**config.mk**
```make
export PLATFORM = sky130hd
export DESIGN_NAME = viterbi_frame_sequencer_flat
export DESIGN_NICKNAME = d
export VERILOG_FILES = /design/src/rtl/viterbi_frame_sequencer_if.sv /design/src/rtl/viterbi_frame_sequencer.sv /design/src/flat_wrapper.sv
export SDC_FILE = /design/constraint.sdc
export NUM_CORES = 1
export LEC_CHECK = 0
export ABC_CLOCK_PERIOD_IN_PS = 4800
export CORE_MARGIN = 3
export CORE_UTILIZATION = 50
export CTS_CLUSTER_SIZE = 8
export DETAILED_ROUTE_END_ITERATION = 16
export PLACE_DENSITY = 0.95
export SKIP_CTS_REPAIR_TIMING = 1
export SLEW_MARGIN = 10
export SYNTH_ARGS = -nofsm -noshare
export SYNTH_HDL_FRONTEND = slang
export SYNTH_SLANG_ARGS = --single-unit
```
**constraint.sdc**
```tcl
create_clock -name clk -period 4.8 [get_ports clk]
set_input_delay 0.48 -clock clk [delete_from_list [all_inputs] [get_ports clk]]
set_output_delay 0.48 -clock clk [all_outputs]
set_load 0.01 [all_outputs]
```
**src/rtl/viterbi_frame_sequencer_if.sv**
```systemverilog
// ----------------------------------------------------------------------------
// viterbi_frame_sequencer_if
//   Bundle of every signal between the frame sequencer and its neighbours:
//   table-config stream, encoded-symbol stream, Viterbi core side and the
//   decoded-result stream, plus the status outputs.
//
//   modport master : the sequencer itself (drives cfg_ready, sym_ready,
//                    dec_*, out_*, frame_count, tables_valid)
//   modport slave  : the environment (config source, symbol source, core,
//                    result consumer)
//
//   Parameters: N encoded bits/symbol, K input bits/step, M constraint length,
//               L symbols/frame, E error-count MSB index.
// ----------------------------------------------------------------------------
interface viterbi_frame_sequencer_if #(
    parameter int N = 2,
    parameter int K = 1,
    parameter int M = 4,
    parameter int L = 7,
    parameter int E = $clog2(L * N)
);
    // table configuration stream
    logic             cfg_valid;
    logic             cfg_ready;
    logic [M-K-1:0]   cfg_state;
    logic [K-1:0]     cfg_input;
    logic [M-K-1:0]   cfg_next;
    logic [N-1:0]     cfg_out;
    logic             reconfig;

    // encoded symbol stream
    logic             sym_valid;
    logic             sym_ready;
    logic [N-1:0]     sym_data;
    logic [E:0]       err_limit;

    // decoder core side
    logic             dec_load;
    logic [M-K-1:0]   dec_state_address;
    logic [K-1:0]     dec_input_address;
    logic [M-K-1:0]   dec_next_state_data;
    logic [N-1:0]     dec_output_data;
    logic             dec_restart;
    logic             dec_enable;
    logic [N-1:0]     dec_encoded;
    logic             dec_ready;
    logic [L*K-1:0]   dec_decoded;
    logic [E:0]       dec_error;

    // result stream and status
    logic             out_valid;
    logic             out_ready;
    logic [L*K-1:0]   out_decoded;
    logic [E:0]       out_error;
    logic             out_uncorr;
    logic             out_timeout;
    logic [15:0]      frame_count;
    logic             tables_valid;

    modport master (
        input  cfg_valid, cfg_state, cfg_input, cfg_next, cfg_out, reconfig,
               sym_valid, sym_data, err_limit, dec_ready, dec_decoded,
               dec_error, out_ready,
        output cfg_ready, sym_ready, dec_load, dec_state_address,
               dec_input_address, dec_next_state_data, dec_output_data,
               dec_restart, dec_enable, dec_encoded, out_valid, out_decoded,
               out_error, out_uncorr, out_timeout, frame_count, tables_valid
    );

    modport slave (
        output cfg_valid, cfg_state, cfg_input, cfg_next, cfg_out, reconfig,
               sym_valid, sym_data, err_limit, dec_ready, dec_decoded,
               dec_error, out_ready,
        input  cfg_ready, sym_ready, dec_load, dec_state_address,
               dec_input_address, dec_next_state_data, dec_output_data,
               dec_restart, dec_enable, dec_encoded, out_valid, out_decoded,
               out_error, out_uncorr, out_timeout, frame_count, tables_valid
    );
endinterface

```
**src/rtl/viterbi_frame_sequencer.sv**
```systemverilog
// ----------------------------------------------------------------------------
// viterbi_frame_sequencer
//   Front-end controller for a Viterbi decoder core. Loads the core's
//   next-state/output tables from the cfg stream (2**M beats), buffers one
//   L-symbol frame, restarts the core, streams the frame gap-free on L
//   cycles, waits (bounded by TMO cycles) for the core's ready and offers the
//   decoded bits, error count and flags on a valid/ready result port.
//
//   Ports:
//     clk      clock
//     reset_n  asynchronous active-low reset (all outputs 0, dec_restart 1)
//     bus      viterbi_frame_sequencer_if.master: cfg_*, reconfig, sym_*,
//              err_limit, dec_*, out_*, frame_count, tables_valid
// ----------------------------------------------------------------------------
module viterbi_frame_sequencer #(
    parameter int N   = 2,
    parameter int K   = 1,
    parameter int M   = 4,
    parameter int L   = 7,
    parameter int E   = $clog2(L * N),
    parameter int TMO = 4
) (
    input  logic                      clk,
    input  logic                      reset_n,
    viterbi_frame_sequencer_if.master bus
);
    localparam int ENTRIES = 2 ** M;
    localparam int IW      = (L > 1) ? $clog2(L) : 1;
    localparam int TW      = $clog2(TMO + 1);

    localparam logic [M-1:0]  LAST_ENTRY = M'(ENTRIES - 1);
    localparam logic [IW-1:0] LAST_IDX   = IW'(L - 1);
    localparam logic [TW-1:0] TMO_LAST   = TW'(TMO - 1);

    typedef enum logic [2:0] {
        S_CFG, S_COLLECT, S_RESTART, S_FEED, S_WAIT, S_OUTPUT
    } state_t;

    state_t           state_q, state_d;
    logic [M-1:0]     entry_q, entry_d;
    logic [IW-1:0]    idx_q, idx_d;
    logic [TW-1:0]    tmo_q, tmo_d;
    logic [L*K-1:0]   decoded_q, decoded_d;
    logic [E:0]       error_q, error_d;
    logic             uncorr_q, uncorr_d;
    logic             timeout_q, timeout_d;
    logic [15:0]      frame_count_q, frame_count_d;
    logic             tables_valid_q, tables_valid_d;
    logic [N-1:0]     sym_buf_q [L];

    logic cfg_rdy, sym_rdy, reconfig_take;
    logic cfg_fire, sym_fire, out_fire;

    // cfg_ready is masked by reset so every handshake output reads 0 while
    // reset_n is low, even though the reset state is CFG.
    assign cfg_rdy       = (state_q == S_CFG) && reset_n;
    // reconfig only takes effect between frames; it then blocks the symbol.
    assign reconfig_take = (state_q == S_COLLECT) && bus.reconfig && (idx_q == '0);
    assign sym_rdy       = (state_q == S_COLLECT) && !reconfig_take;
    assign cfg_fire      = cfg_rdy && bus.cfg_valid;
    assign sym_fire      = sym_rdy && bus.sym_valid;
    assign out_fire      = (state_q == S_OUTPUT) && bus.out_ready;

    // ------------------------------------------------------------------
    // State and control registers
    // ------------------------------------------------------------------
    // NOTE: sequential state is updated with non-blocking assignments so all
    // registers sample the same pre-edge values regardless of block order.
    always_ff @(posedge clk or negedge reset_n) begin
        if (!reset_n) begin
            state_q        <= S_CFG;
            entry_q        <= '0;
            idx_q          <= '0;
            tmo_q          <= '0;
            decoded_q      <= '0;
            error_q        <= '0;
            uncorr_q       <= 1'b0;
            timeout_q      <= 1'b0;
            frame_count_q  <= '0;
            tables_valid_q <= 1'b0;
        end else begin
            state_q        <= state_d;
            entry_q        <= entry_d;
            idx_q          <= idx_d;
            tmo_q          <= tmo_d;
            decoded_q      <= decoded_d;
            error_q        <= error_d;
            uncorr_q       <= uncorr_d;
            timeout_q      <= timeout_d;
            frame_count_q  <= frame_count_d;
            tables_valid_q <= tables_valid_d;
        end
    end

    // NOTE: the symbol buffer has no reset; it is always fully rewritten
    // before FEED reads it, and leaving it unreset lets it map to plain RAM.
    always_ff @(posedge clk) begin
        if (sym_fire) begin
            sym_buf_q[idx_q] <= bus.sym_data;
        end
    end

    // ------------------------------------------------------------------
    // Next-state logic
    // ------------------------------------------------------------------
    // NOTE: every variable gets a hold default first, so no path through the
    // case leaves one unassigned and no latch is inferred.
    always_comb begin
        state_d        = state_q;
        entry_d        = entry_q;
        idx_d          = idx_q;
        tmo_d          = tmo_q;
        decoded_d      = decoded_q;
        error_d        = error_q;
        uncorr_d       = uncorr_q;
        timeout_d      = timeout_q;
        frame_count_d  = frame_count_q;
        tables_valid_d = tables_valid_q;

        unique case (state_q)
            S_CFG: begin
                // Beats are counted, not addresses; the 2**M-th beat completes the load.
                if (cfg_fire) begin
                    entry_d = entry_q + 1'b1;
                    if (entry_q == LAST_ENTRY) begin
                        tables_valid_d = 1'b1;
                        state_d        = S_COLLECT;
                    end
                end
            end
            S_COLLECT: begin
                if (reconfig_take) begin
                    entry_d        = '0;
                    tables_valid_d = 1'b0;
                    state_d        = S_CFG;
                end else if (sym_fire) begin
                    if (idx_q == LAST_IDX) begin
                        idx_d   = '0;
                        state_d = S_RESTART;
                    end else begin
                        idx_d = idx_q + 1'b1;
                    end
                end
            end
            S_RESTART: begin
                state_d = S_FEED;
            end
            S_FEED: begin
                if (idx_q == LAST_IDX) begin
                    idx_d   = '0;
                    tmo_d   = '0;
                    state_d = S_WAIT;
                end else begin
                    idx_d = idx_q + 1'b1;
                end
            end
            S_WAIT: begin
                if (bus.dec_ready) begin
                    decoded_d = bus.dec_decoded;
                    error_d   = bus.dec_error;
                    uncorr_d  = (bus.dec_error > bus.err_limit);
                    timeout_d = 1'b0;
                    state_d   = S_OUTPUT;
                end else begin
                    tmo_d = tmo_q + 1'b1;
                    // This cycle brings the count to TMO: give up on the core.
                    if (tmo_q == TMO_LAST) begin
                        decoded_d = '0;
                        error_d   = '1;
                        uncorr_d  = 1'b1;
                        timeout_d = 1'b1;
                        state_d   = S_OUTPUT;
                    end
                end
            end
            S_OUTPUT: begin
                if (out_fire) begin
                    frame_count_d = frame_count_q + 16'd1;
                    state_d       = S_COLLECT;
                end
            end
            default: state_d = S_CFG;
        endcase
    end

    // ------------------------------------------------------------------
    // Outputs
    // ------------------------------------------------------------------
    always_comb begin
        bus.cfg_ready           = cfg_rdy;
        bus.sym_ready           = sym_rdy;
        // Table writes pass straight through to the core in the handshake cycle.
        bus.dec_load            = cfg_fire;
        bus.dec_state_address   = cfg_fire ? bus.cfg_state : '0;
        bus.dec_input_address   = cfg_fire ? bus.cfg_input : '0;
        bus.dec_next_state_data = cfg_fire ? bus.cfg_next  : '0;
        bus.dec_output_data     = cfg_fire ? bus.cfg_out   : '0;
        // The core runs only while fed or being waited on; otherwise held in restart.
        bus.dec_enable          = (state_q == S_FEED) || (state_q == S_WAIT);
        bus.dec_restart         = !bus.dec_enable;
        bus.dec_encoded         = (state_q == S_FEED) ? sym_buf_q[idx_q] : '0;
        bus.out_valid           = (state_q == S_OUTPUT);
        bus.out_decoded         = decoded_q;
        bus.out_error           = error_q;
        bus.out_uncorr          = uncorr_q;
        bus.out_timeout         = timeout_q;
        bus.frame_count         = frame_count_q;
        bus.tables_valid        = tables_valid_q;
    end
endmodule

```
**src/flat_wrapper.sv**
```systemverilog
// flat-port wrapper written by rule: the top's interface ports become plain ports
module viterbi_frame_sequencer_flat 
#(
    parameter int N   = 2,
    parameter int K   = 1,
    parameter int M   = 4,
    parameter int L   = 7,
    parameter int E   = $clog2(L * N),
    parameter int TMO = 4
)
  (clk, reset_n, bus_cfg_valid, bus_cfg_state, bus_cfg_input, bus_cfg_next, bus_cfg_out, bus_reconfig, bus_sym_valid, bus_sym_data, bus_err_limit, bus_dec_ready, bus_dec_decoded, bus_dec_error, bus_out_ready, bus_cfg_ready, bus_sym_ready, bus_dec_load, bus_dec_state_address, bus_dec_input_address, bus_dec_next_state_data, bus_dec_output_data, bus_dec_restart, bus_dec_enable, bus_dec_encoded, bus_out_valid, bus_out_decoded, bus_out_error, bus_out_uncorr, bus_out_timeout, bus_frame_count, bus_tables_valid);
  viterbi_frame_sequencer_if #(.N(N), .K(K), .M(M), .L(L), .E(E)) bus_i ();
  input  logic clk;
  input  logic reset_n;
  input wire logic [$bits(bus_i.cfg_valid)-1:0] bus_cfg_valid;
  input wire logic [$bits(bus_i.cfg_state)-1:0] bus_cfg_state;
  input wire logic [$bits(bus_i.cfg_input)-1:0] bus_cfg_input;
  input wire logic [$bits(bus_i.cfg_next)-1:0] bus_cfg_next;
  input wire logic [$bits(bus_i.cfg_out)-1:0] bus_cfg_out;
  input wire logic [$bits(bus_i.reconfig)-1:0] bus_reconfig;
  input wire logic [$bits(bus_i.sym_valid)-1:0] bus_sym_valid;
  input wire logic [$bits(bus_i.sym_data)-1:0] bus_sym_data;
  input wire logic [$bits(bus_i.err_limit)-1:0] bus_err_limit;
  input wire logic [$bits(bus_i.dec_ready)-1:0] bus_dec_ready;
  input wire logic [$bits(bus_i.dec_decoded)-1:0] bus_dec_decoded;
  input wire logic [$bits(bus_i.dec_error)-1:0] bus_dec_error;
  input wire logic [$bits(bus_i.out_ready)-1:0] bus_out_ready;
  output wire logic [$bits(bus_i.cfg_ready)-1:0] bus_cfg_ready;
  output wire logic [$bits(bus_i.sym_ready)-1:0] bus_sym_ready;
  output wire logic [$bits(bus_i.dec_load)-1:0] bus_dec_load;
  output wire logic [$bits(bus_i.dec_state_address)-1:0] bus_dec_state_address;
  output wire logic [$bits(bus_i.dec_input_address)-1:0] bus_dec_input_address;
  output wire logic [$bits(bus_i.dec_next_state_data)-1:0] bus_dec_next_state_data;
  output wire logic [$bits(bus_i.dec_output_data)-1:0] bus_dec_output_data;
  output wire logic [$bits(bus_i.dec_restart)-1:0] bus_dec_restart;
  output wire logic [$bits(bus_i.dec_enable)-1:0] bus_dec_enable;
  output wire logic [$bits(bus_i.dec_encoded)-1:0] bus_dec_encoded;
  output wire logic [$bits(bus_i.out_valid)-1:0] bus_out_valid;
  output wire logic [$bits(bus_i.out_decoded)-1:0] bus_out_decoded;
  output wire logic [$bits(bus_i.out_error)-1:0] bus_out_error;
  output wire logic [$bits(bus_i.out_uncorr)-1:0] bus_out_uncorr;
  output wire logic [$bits(bus_i.out_timeout)-1:0] bus_out_timeout;
  output wire logic [$bits(bus_i.frame_count)-1:0] bus_frame_count;
  output wire logic [$bits(bus_i.tables_valid)-1:0] bus_tables_valid;
  assign bus_i.cfg_valid = bus_cfg_valid;
  assign bus_i.cfg_state = bus_cfg_state;
  assign bus_i.cfg_input = bus_cfg_input;
  assign bus_i.cfg_next = bus_cfg_next;
  assign bus_i.cfg_out = bus_cfg_out;
  assign bus_i.reconfig = bus_reconfig;
  assign bus_i.sym_valid = bus_sym_valid;
  assign bus_i.sym_data = bus_sym_data;
  assign bus_i.err_limit = bus_err_limit;
  assign bus_i.dec_ready = bus_dec_ready;
  assign bus_i.dec_decoded = bus_dec_decoded;
  assign bus_i.dec_error = bus_dec_error;
  assign bus_i.out_ready = bus_out_ready;
  assign bus_cfg_ready = bus_i.cfg_ready;
  assign bus_sym_ready = bus_i.sym_ready;
  assign bus_dec_load = bus_i.dec_load;
  assign bus_dec_state_address = bus_i.dec_state_address;
  assign bus_dec_input_address = bus_i.dec_input_address;
  assign bus_dec_next_state_data = bus_i.dec_next_state_data;
  assign bus_dec_output_data = bus_i.dec_output_data;
  assign bus_dec_restart = bus_i.dec_restart;
  assign bus_dec_enable = bus_i.dec_enable;
  assign bus_dec_encoded = bus_i.dec_encoded;
  assign bus_out_valid = bus_i.out_valid;
  assign bus_out_decoded = bus_i.out_decoded;
  assign bus_out_error = bus_i.out_error;
  assign bus_out_uncorr = bus_i.out_uncorr;
  assign bus_out_timeout = bus_i.out_timeout;
  assign bus_frame_count = bus_i.frame_count;
  assign bus_tables_valid = bus_i.tables_valid;
  viterbi_frame_sequencer #(.N(N), .K(K), .M(M), .L(L), .E(E), .TMO(TMO)) u_core (.clk(clk), .reset_n(reset_n), .bus(bus_i));
endmodule
```
==> reports/metrics.yaml, run 1 <==
hp-class: "in -> async"
first_pass_iters: 4
reg2reg_slack_ns: 2.47
detail-route-antenna-nets: 0
syn_avg_cell_area_um2: 11.1
reg2reg_from: "u_core.state_q[1]$_DFFE_PN0P_"
leakagePower_uw: 0.00164
setup_tns_ns: 0
die-area_mm2: 0.00662
ys_warn_count: 0
initial_utilization_pct: 53.6
gr-usage-all-layers_pct: 21.2
root_buffer: "clkbuf_8"
avgRoutedWirePerCell_um: 15.8
postSynthCellCount: 256
fp.dieH_um: 81.4
status: "complete, no violations"
grt_max_degree: 48
avgViaCountPerCell: 5.47
coreArea_mm2: 0.00530
insertion_delay_ns: 0.33
synthTopCellsByCount: "dfrtp_1, nor2_1, nand2_1"
clock_skew_ns: 0.00744
clk_pin_slew_worst_paths_ns: 0.06
cp-end-kind: "output port"
synth_edf_count: 14
final_net_count: 382
finalCritPeriodShare_pct: 62.8
required_ns: 4.32
path_cells: "nor3_1 -> and2_1 -> clkdlybuf4s50_1"
arrival_ns: 2.54
yosysSeqAreaShare_pct: 53.6
powerDensity_mw_per_mm2: 292
port_buffers: 82
yosysMostFrequentCell: "dfrtp_1"
synthToLayoutAreaGrowth_pct: 37.6
final-setup-viol-count: 0
fin_ws_ns: 1.78
cts_buffer_depth: 2
cp_slowest_cell: "nor3_1"
fmaxAchievable_mhz: 332
final-hold-violation-count: 0
grt_pass1_vias: 2233
drv_slew: 0
cts_inserted_buffers: 9
rr_worst_depth: 4
synth_nets: 300
fin_crit_ns: 3.02
worstPathMaxFanout: 15
holdWs_ns: 0.223
via_count: 2259
relSlewSlack_pct: 36.8
cts_tree: "yes"
drt_iter0_markers: 90
critPathLaunchType: "flop"
layout-drive-gt1-share_pct: 7.58
clock-sinks: 58
cp-endpoint: "bus_dec_load"
synth-seq-cells: 58
dieWidth_um: 81.4
cts_max_level: 3
path_class: "reg -> out"
overflow: 0
yosysTopAreaCellShare_pct: 38.8
grt_pass1_wl_um: 10600
preCtsSetupSlack_ns: 2.10
startpoint: "u_core.state_q[1]$_DFFE_PN0P_"
synth_ff_type: "dfrtp_1"
drv_cap: 0
place_congestion: 0.861
num_rows: 26
ioPinCount: 83
dp.cells: 397
drc: 0
yosys.area.top_type: "dfrtp_1"
diodes: 0
worst_pin_slew_ns: 0.941
rr_endpoint: "u_core.entry_q[3]$_DFFE_PN0P_"
wirelength_um: 6510
async_flop_share_pct: 75.9
syn_area_mm2: 0.00284
synth.area.top_cells: "dfrtp_1, edfxtp_1, ha_1"
rsz0062_at_grt: "false"
final_cells: 413
grt_antenna_before_repair: 0
dp_hpwl_um: 4700
cp_slowest_stage_delay_ns: 0.82
synth_cell_types: 49
vdd_drop_max_mv: 0.194
## final cells by class
class	count	area (µm²)
flip-flops and latches	58	1520
fillers	351	1390
multi-input cells	177	1230
repair buffers	83	823
clock buffers	15	186
well taps	70	87.6
inverters	9	33.8
clock inverters	1	30.0
## state kept, by name, summed over array words and instances, names as in the netlist
name                     count
u_core.bus.out_timeout       1
u_core.tmo_q                 3
u_core.sym_buf_q            14
u_core.state_q               3
u_core.entry_q               4
u_core.bus.frame_count      16
u_core.bus.out_decoded       7
u_core.bus.out_uncorr        1
u_core.bus.tables_valid      1
u_core.bus.out_error         5
u_core.idx_q                 3
## metal layers
metal / part of all wire, % / track usage, % / up-vias / wire length (µm)
met4: 1.4 / 6.59 / 0 / 88
met1: 43 / 26.3 / 1074 / 2790
met5: 0 / 0 / - / 0
met3: 7.1 / 5.43 / 11 / 462
met2: 49 / 36.1 / 84 / 3160
li1: - / - / 1090 / -
## stage by stage
step	instance area, µm²	util (%)	total power, µW
finish	3910	73.7	1140
detailed placement	3690	69.6	676
floorplan	2840	-	607
CTS	3910	73.7	1150
global route	3910	73.7	1180
global placement	3690	69.6	668
## cell usage in the layout, fill, tap and decap left out, drive strengths merged, types with 3 or more instances in the layout
master	instances
or3	4
nor2b	3
nor2	21
clkbuf	15
nand3	10
mux2i	4
o22a	5
and2	4
o21ai	15
nor3	6
nand2	16
nand2b	3
xor2	4
xnor2	11
inv	9
edfxtp	14
a22o	9
dfrtp	44
ha	9
and3	14
nor3b	4
a21oi	8
clkdlybuf4s50	81
nand4	3
mux2	4
## worst min path at each step
stage | from | slack [ns] | to | cells after the start
floorplan | reset_n | 0.18 | u_core.bus.frame_count[0]$_DFFE_PN0P_ | 0
global placement | u_core.tmo_q[2]$_DFFE_PN0P_ | 0.46 | u_core.tmo_q[2]$_DFFE_PN0P_ | 1
finish | reset_n | 0.22 | u_core.bus.frame_count[13]$_DFFE_PN0P_ | 2
CTS | reset_n | 0.25 | u_core.bus.frame_count[13]$_DFFE_PN0P_ | 2
detailed placement | u_core.tmo_q[2]$_DFFE_PN0P_ | 0.47 | u_core.tmo_q[2]$_DFFE_PN0P_ | 1
global route | reset_n | 0.27 | u_core.bus.frame_count[4]$_DFFE_PN0P_ | 2
## where the power goes
group | total (µW) | internal (µW) | switching, µW
Sequential | 545 | 524 | 20.6
Combinational | 120 | 70.4 | 49.9
Clock | 477 | 297 | 180
Total | 1140 | 892 | 250
## worst max-delay path: cells and delay by family (launching register included)
family | cells | cell delay, ns
simple gates | 2 | 1.12
buf+inv | 1 | 0.56
flops | 1 | 0.53
## cell families after synthesis
logic type      Yosys count  synth area share, %
buf+inv                  21                 3.26
simple gates             99                 19.6
flops                    58                 53.6
xor+xnor                 15                 4.63
mux                      10                 4.71
fa+ha+maj                 9                 3.96
compound gates           44                 10.3
Power figures use the tool's default switching activity.
==> run 2: changes to the inputs <==
--- a/config.mk
+++ b/config.mk
@@ -5,12 +5,12 @@
 export SDC_FILE = /design/constraint.sdc
 export NUM_CORES = 1
 export LEC_CHECK = 0
-export ABC_CLOCK_PERIOD_IN_PS = 4800
+export ABC_CLOCK_PERIOD_IN_PS = 2960
 export CORE_MARGIN = 3
-export CORE_UTILIZATION = 50
+export CORE_UTILIZATION = 47
 export CTS_CLUSTER_SIZE = 8
 export DETAILED_ROUTE_END_ITERATION = 16
-export PLACE_DENSITY = 0.95
+export PLACE_DENSITY = 0.9
 export SKIP_CTS_REPAIR_TIMING = 1
 export SLEW_MARGIN = 10
 export SYNTH_ARGS = -nofsm -noshare
==> constraint.sdc (replaced) <==
create_clock -name clk -period 2.96 [get_ports clk]
set_input_delay 0.296 -clock clk [delete_from_list [all_inputs] [get_ports clk]]
set_output_delay 0.296 -clock clk [all_outputs]
set_load 0.01 [all_outputs]
==> run 2 against run 1 <==
Net effect:
- via count is 4.0% higher
- global-route usage shrank 0.065 points
- register-to-register slack got worse by 1.5 ns
- first-iteration DRC count rose by 69%
- worst setup slack worse by 1.5 ns
- wire length rose by 8.1%
- critical path depth increased by 1
- sequential share of layout area is 0.49 points lower
- final cell count is 0.73% higher
- clock power increased by 92%
- largest cell class unchanged
==> reports/metrics.yaml, run 2 (synthesized netlist as in run 1, its figures left out) <==
status: "complete, no violations"
fin_ws_ns: 0.314  # -1.47 ns
cts_tree: "yes"
dp_hpwl_um: 5040  # +7.4%
final_core_util_pct: 69.8  # -4.0 points
place_congestion: 0.790  # -8.1%
avgRoutedWirePerCell_um: 16.9  # +7.3%
fp.dieH_um: 83.7  # +2.9%
grt_pass1_vias: 2499  # +12%
die-area_mm2: 0.00701  # +5.9%
clock_skew_ns: 0.00577  # -0.00167 ns
clock-sinks: 58  # unchanged
grt_pass1_wl_um: 11900  # +12%
required_ns: 2.66  # -1.66 ns
worstPathMaxFanout: 17  # +2
overflow: 0  # unchanged
drt_iter0_markers: 152  # +69%
fmaxAchievable_mhz: 378
setup_tns_ns: 0  # unchanged
relSlewSlack_pct: 59.1  # +22 points
first_pass_iters: 4  # unchanged
grt_antenna_before_repair: 0  # unchanged
rsz0062_at_grt: "false"
drc: 0  # unchanged
powerDensity_mw_per_mm2: 505  # +73%
final_cells: 416  # +0.73%
grt_max_degree: 46  # -4.2%
n_fill_cell: 419  # +19%
worst_pin_slew_ns: 0.609  # -0.332 ns
final-setup-viol-count: 0  # unchanged
cts_max_level: 3  # unchanged
detail-route-antenna-nets: 0  # unchanged
root_buffer: "clkbuf_8"
cp-end-kind: "output port"
arrival_ns: 2.35  # -0.19 ns
dp.cells: 400  # +0.76%
cts_inserted_buffers: 9  # unchanged
num_rows: 27  # +3.8%
seq_area_mm2: 0.00152  # unchanged
via_count: 2349  # +4.0%
gr-usage-all-layers_pct: 21.1  # -0.065 points
drv_cap: 0  # unchanged
insertion_delay_ns: 0.33  # about the same
final_common_cell: "clkdlybuf4s50_1"
critPathLaunchType: "flop"
fin_crit_ns: 2.65
p_total_uw: 2000  # +75%
ioPinCount: 83  # unchanged
multi_input_area_mm2: 0.00123  # unchanged
wirelength_um: 7030  # +8.1%
final_cell_mix: "clkdlybuf4s50_1, dfrtp_1, nor2_1"
leakagePower_uw: 0.00166  # +1.5%
cts_buffer_depth: 2  # unchanged
path_class: "reg -> out"
final-hold-violation-count: 0  # unchanged
diodes: 0  # unchanged
vdd_drop_max_mv: 0.300  # +54%
largest_reg_flops: 16  # unchanged
final_net_count: 383  # +0.26%
drv_slew: 0  # unchanged
avgViaCountPerCell: 5.65  # +3.2%
synthToLayoutAreaGrowth_pct: 39.4
port_buffers: 82  # unchanged
finalCritPeriodShare_pct: 89.4
dieWidth_um: 83.7  # +2.9%
initial_utilization_pct: 50.0  # -3.5 points
clk_pin_slew_worst_paths_ns: 0.07  # about the same
preCtsSetupSlack_ns: 0.649  # -1.45 ns
hp-class: "in -> async"
layout-drive-gt1-share_pct: 8.14  # +0.56 points
coreArea_mm2: 0.00568  # +7.0%
run 2: changes by cell type in the layout (fill, tap and decap cells not counted), sizes merged:
| cell | change |
|---|---|
| clkinv | +1 |
| buf | +1 |
| bufinv | +1 |
| clkbuf | -2 |
run 2: final timing paths:
path / slack [ns] / start / end / cells past startpoint
max reg2reg: 0.96 / u_core.state_q[0]$_DFFE_PN0P_ / u_core.entry_q[3]$_DFFE_PN0P_ / 4
min: 0.08 / reset_n / u_core.entry_q[1]$_DFFE_PN0P_ / 2
max in group asynchronous: 2.49 / reset_n / u_core.bus.frame_count[15]$_DFFE_PN0P_ / 2
max: 0.31 / u_core.idx_q[0]$_DFFE_PN0P_ / bus_dec_encoded[0] / 4
min reg2reg: 0.49 / u_core.bus.frame_count[8]$_DFFE_PN0P_ / u_core.bus.frame_count[8]$_DFFE_PN0P_ / 1
min in group clk: 0.49 / u_core.bus.frame_count[8]$_DFFE_PN0P_ / u_core.bus.frame_count[8]$_DFFE_PN0P_ / 1
run 2: per-layer routing:
metal / up-vias / share of wire (%) / track usage [%]
met1: 1134 / 42 / 26.2
met3: 19 / 6.7 / 5.63
met2: 105 / 49 / 34.6
met5: - / 0 / 0
met4: 0 / 2.5 / 9.21
li1: 1091 / - / -
run 2: critical path: stages, from the launching register on:
cell and delay (ns):
dfrtp_1 0.70, mux4_2 0.60, mux2i_1 0.18, nor2_1 0.06, clkdlybuf4s50_1 0.48
run 2: layout make-up:
class / instances / area share (%)
Clock inverter: 3 / 1.64
Timing Repair Buffer: 84 / 21.0
Tap cell: 72 / 2.28
Inverter: 9 / 0.853
Sequential cell: 58 / 38.4
Multi-Input combinational cell: 177 / 31.0
Clock buffer: 13 / 4.84
run 2: report_power, final:
group	internal [µW]	total [µW]	switching, µW
clock network	599	917	319
logic	116	201	85.2
registers	849	881	31.5
total	1560	2000	435
run 2: metrics by stage:
step / cell area [µm²] / hold WS [ns]
after floorplan: 2840 / 0.000409
after global placement: 3700 / 0.446
after detailed placement: 3700 / 0.454
after CTS: 3960 / 0.0994
after global routing: 3960 / 0.126
final: 3960 / 0.0839
==> run 3: changes to the inputs <==
==> constraint.sdc (replaced) <==
create_clock -name clk -period 2.96 [get_ports clk]
set_input_delay 0.296 -clock clk [delete_from_list [all_inputs] [get_ports clk]]
set_output_delay 0.296 -clock clk [all_outputs]
set_load 0.02 [all_outputs]
==> run 3 against run 2 <==
Net effect:
- via count decreased by 3.5%
- worst setup slack gained 0.024 ns
- fmax up 0.91%
- final cell count did not move
- critical path depth is the same
- clock skew grew 0.0010 ns
- combinational power increased by 3%
- power fell by 6.9%
- global-route usage decreased by 1.6 points
- clock-buffer cell count down 3
- clock power shrank 16%
- critical path type unchanged
- largest power group is now sequential cells
- highest routed layer unchanged
==> reports/metrics.yaml, run 3 (synthesized netlist as in run 1, its figures left out) <==
rsz0062_at_grt: "false"
hp-class: "in -> async"
n_fill_cell: 443  # +5.7%
worstPathMaxFanout: 17  # unchanged
final_cell_mix: "clkdlybuf4s50_1, dfrtp_1, nor2_1"
clock_skew_ns: 0.00678  # +0.00102 ns
fmaxAchievable_mhz: 381  # +0.91%
path_class: "reg -> out"
startpoint: "u_core.idx_q[0]$_DFFE_PN0P_"
drt_iter0_markers: 115  # -24%
final_net_count: 383  # unchanged
multi_input_area_mm2: 0.00123  # unchanged
coreArea_mm2: 0.00568  # unchanged
rr_worst_depth: 3  # -1
preCtsSetupSlack_ns: 0.671  # +0.0219 ns
avgRoutedWirePerCell_um: 15.7  # -7.2%
overflow: 0  # unchanged
required_ns: 2.66  # about the same
gr-usage-all-layers_pct: 19.5  # -1.6 points
diodes: 0  # unchanged
grt_pass1_wl_um: 11100  # -6.9%
clk_pin_slew_worst_paths_ns: 0.07  # about the same
initial_utilization_pct: 50.0  # unchanged
dp_hpwl_um: 4920  # -2.6%
insertion_delay_ns: 0.33  # about the same
final_common_cell: "clkdlybuf4s50_1"
wirelength_um: 6530  # -7.2%
path_buf_inv: 1  # unchanged
drv_slew: 0  # unchanged
grt_util_met3_pct: 7.01  # +1.4 points
largest_reg_flops: 16  # unchanged
busiest_layer: "met2"
arrival_ns: 2.33  # -0.02 ns
cp_slowest_cell: "dfrtp_1"
avgViaCountPerCell: 5.45  # -3.5%
cts_max_level: 3  # unchanged
grt_max_degree: 46  # unchanged
port_buffers: 82  # unchanged
drc: 0  # unchanged
final-setup-viol-count: 0  # unchanged
vdd_drop_max_mv: 0.356  # +19%
finish.instance_area_mm2: 0.00391  # -1.2%
met2_usage_pct: 31.2  # -3.4 points
crit_family: "multiplexers"
cp_slowest_stage_delay_ns: 0.69  # about the same
fin_ws_ns: 0.338  # +0.0239 ns
root_buffer: "clkbuf_8"
fp.dieH_um: 83.7  # unchanged
grt_antenna_before_repair: 0  # unchanged
dieWidth_um: 83.7  # unchanged
die-area_mm2: 0.00701  # unchanged
cts_buffer_depth: 2  # unchanged
via_count: 2266  # -3.5%
cts_inserted_buffers: 9  # unchanged
drv_cap: 0  # unchanged
setup_tns_ns: 0  # unchanged
use_met1_pct: 24.7  # -1.4 points
worst-path-stages: 4  # unchanged
synthToLayoutAreaGrowth_pct: 37.7
fin_crit_ns: 2.62  # -0.0239 ns
powerDensity_mw_per_mm2: 476  # -5.8%
detail-route-antenna-nets: 0  # unchanged
cp-endpoint: "bus_dec_encoded[0]"
path_cells: "mux4_2 -> mux2i_1 -> nor2_1 -> clkdlybuf4s50_1"
num_rows: 27  # unchanged
clock-sinks: 58  # unchanged
layout-drive-gt1-share_pct: 7.85  # -0.29 points
worst_pin_slew_ns: 0.645  # +0.0356 ns
reg2reg_slack_ns: 0.99  # +0.03 ns
place_area_mm2: 0.00370  # unchanged
finalCritPeriodShare_pct: 88.6  # -0.81 points
leakagePower_uw: 0.00164  # -1.6%
grt_pass1_vias: 2339  # -6.4%
rr_endpoint: "u_core.sym_buf_q[0][1]$_DFFE_PP_"
status: "complete, no violations"
reg2reg_from: "u_core.state_q[2]$_DFFE_PN0P_"
seq_area_mm2: 0.00152  # unchanged
cts_tree: "yes"
first_pass_iters: 5  # +1
place_congestion: 0.790  # -0.10%
ioPinCount: 83  # unchanged
final-hold-violation-count: 0  # unchanged
relSlewSlack_pct: 56.7  # -2.4 points
critPathLaunchType: "flop"
cp-end-kind: "output port"
==> run 3: cell count changes in the layout (fill, tap and decap cells not counted), sizes merged <==
| cell | change |
|---|---|
| clkbuf | -3 |
| clkinvlp | +1 |
| clkinv | +2 |
==> run 3: routing by layer <==
metal | vias to the layer above | part of all wire, %
met2 | 78 | 48
met4 | 0 | 1.3
li1 | 1091 | -
met3 | 10 | 6.3
met1 | 1087 | 45
met5 | - | 0
==> run 3: worst min-delay path by stage <==
stage	from	to	slack, ns	cells after the start
global route	reset_n	u_core.entry_q[2]$_DFFE_PN0P_	0.13	2
global placement	reset_n	u_core.bus.out_decoded[2]$_DFFE_PN0P_	0.45	2
floorplan	reset_n	u_core.bus.frame_count[0]$_DFFE_PN0P_	0.0004	0
finish	reset_n	u_core.bus.out_decoded[0]$_DFFE_PN0P_	0.07	2
detailed placement	reset_n	u_core.bus.out_decoded[2]$_DFFE_PN0P_	0.45	2
CTS	reset_n	u_core.entry_q[1]$_DFFE_PN0P_	0.08	2
==> run 3: worst reg2reg max path, stage by stage (launching register included) <==
cell       delay [ns]
dfrtp_1          0.54
nand4bb_1        0.38
nor2_1           0.21
nor4b_1          0.48
==> run 3: report_power, final <==
group | total [µW] | internal (µW) | switching (µW)
registers | 880 | 850 | 30.9
clock network | 773 | 468 | 305
logic | 207 | 114 | 92.4
total | 1860 | 1430 | 429
==> run 3: cell type report <==
type                    instances  area share, %
clock inverters                 6           2.08
well taps                      72           2.30
inverters                       9          0.864
flip-flops and latches         58           38.9
clock buffers                  10           3.26
repair buffers                 84           21.2
multi-input cells             177           31.4
==> run 3: through the flow <==
step | instances | hold slack, ns | utilization, % | total power (µW)
2_1_floorplan | 256 | 0.000409 | - | 995
3_3_place_gp | 400 | 0.445 | 65.2 | 1100
3_5_place_dp | 400 | 0.447 | 65.2 | 1100
4_1_cts | 416 | 0.0840 | 68.9 | 1870
5_1_grt | 416 | 0.132 | 68.9 | 1940
6_report | 416 | 0.0741 | 68.9 | 1860
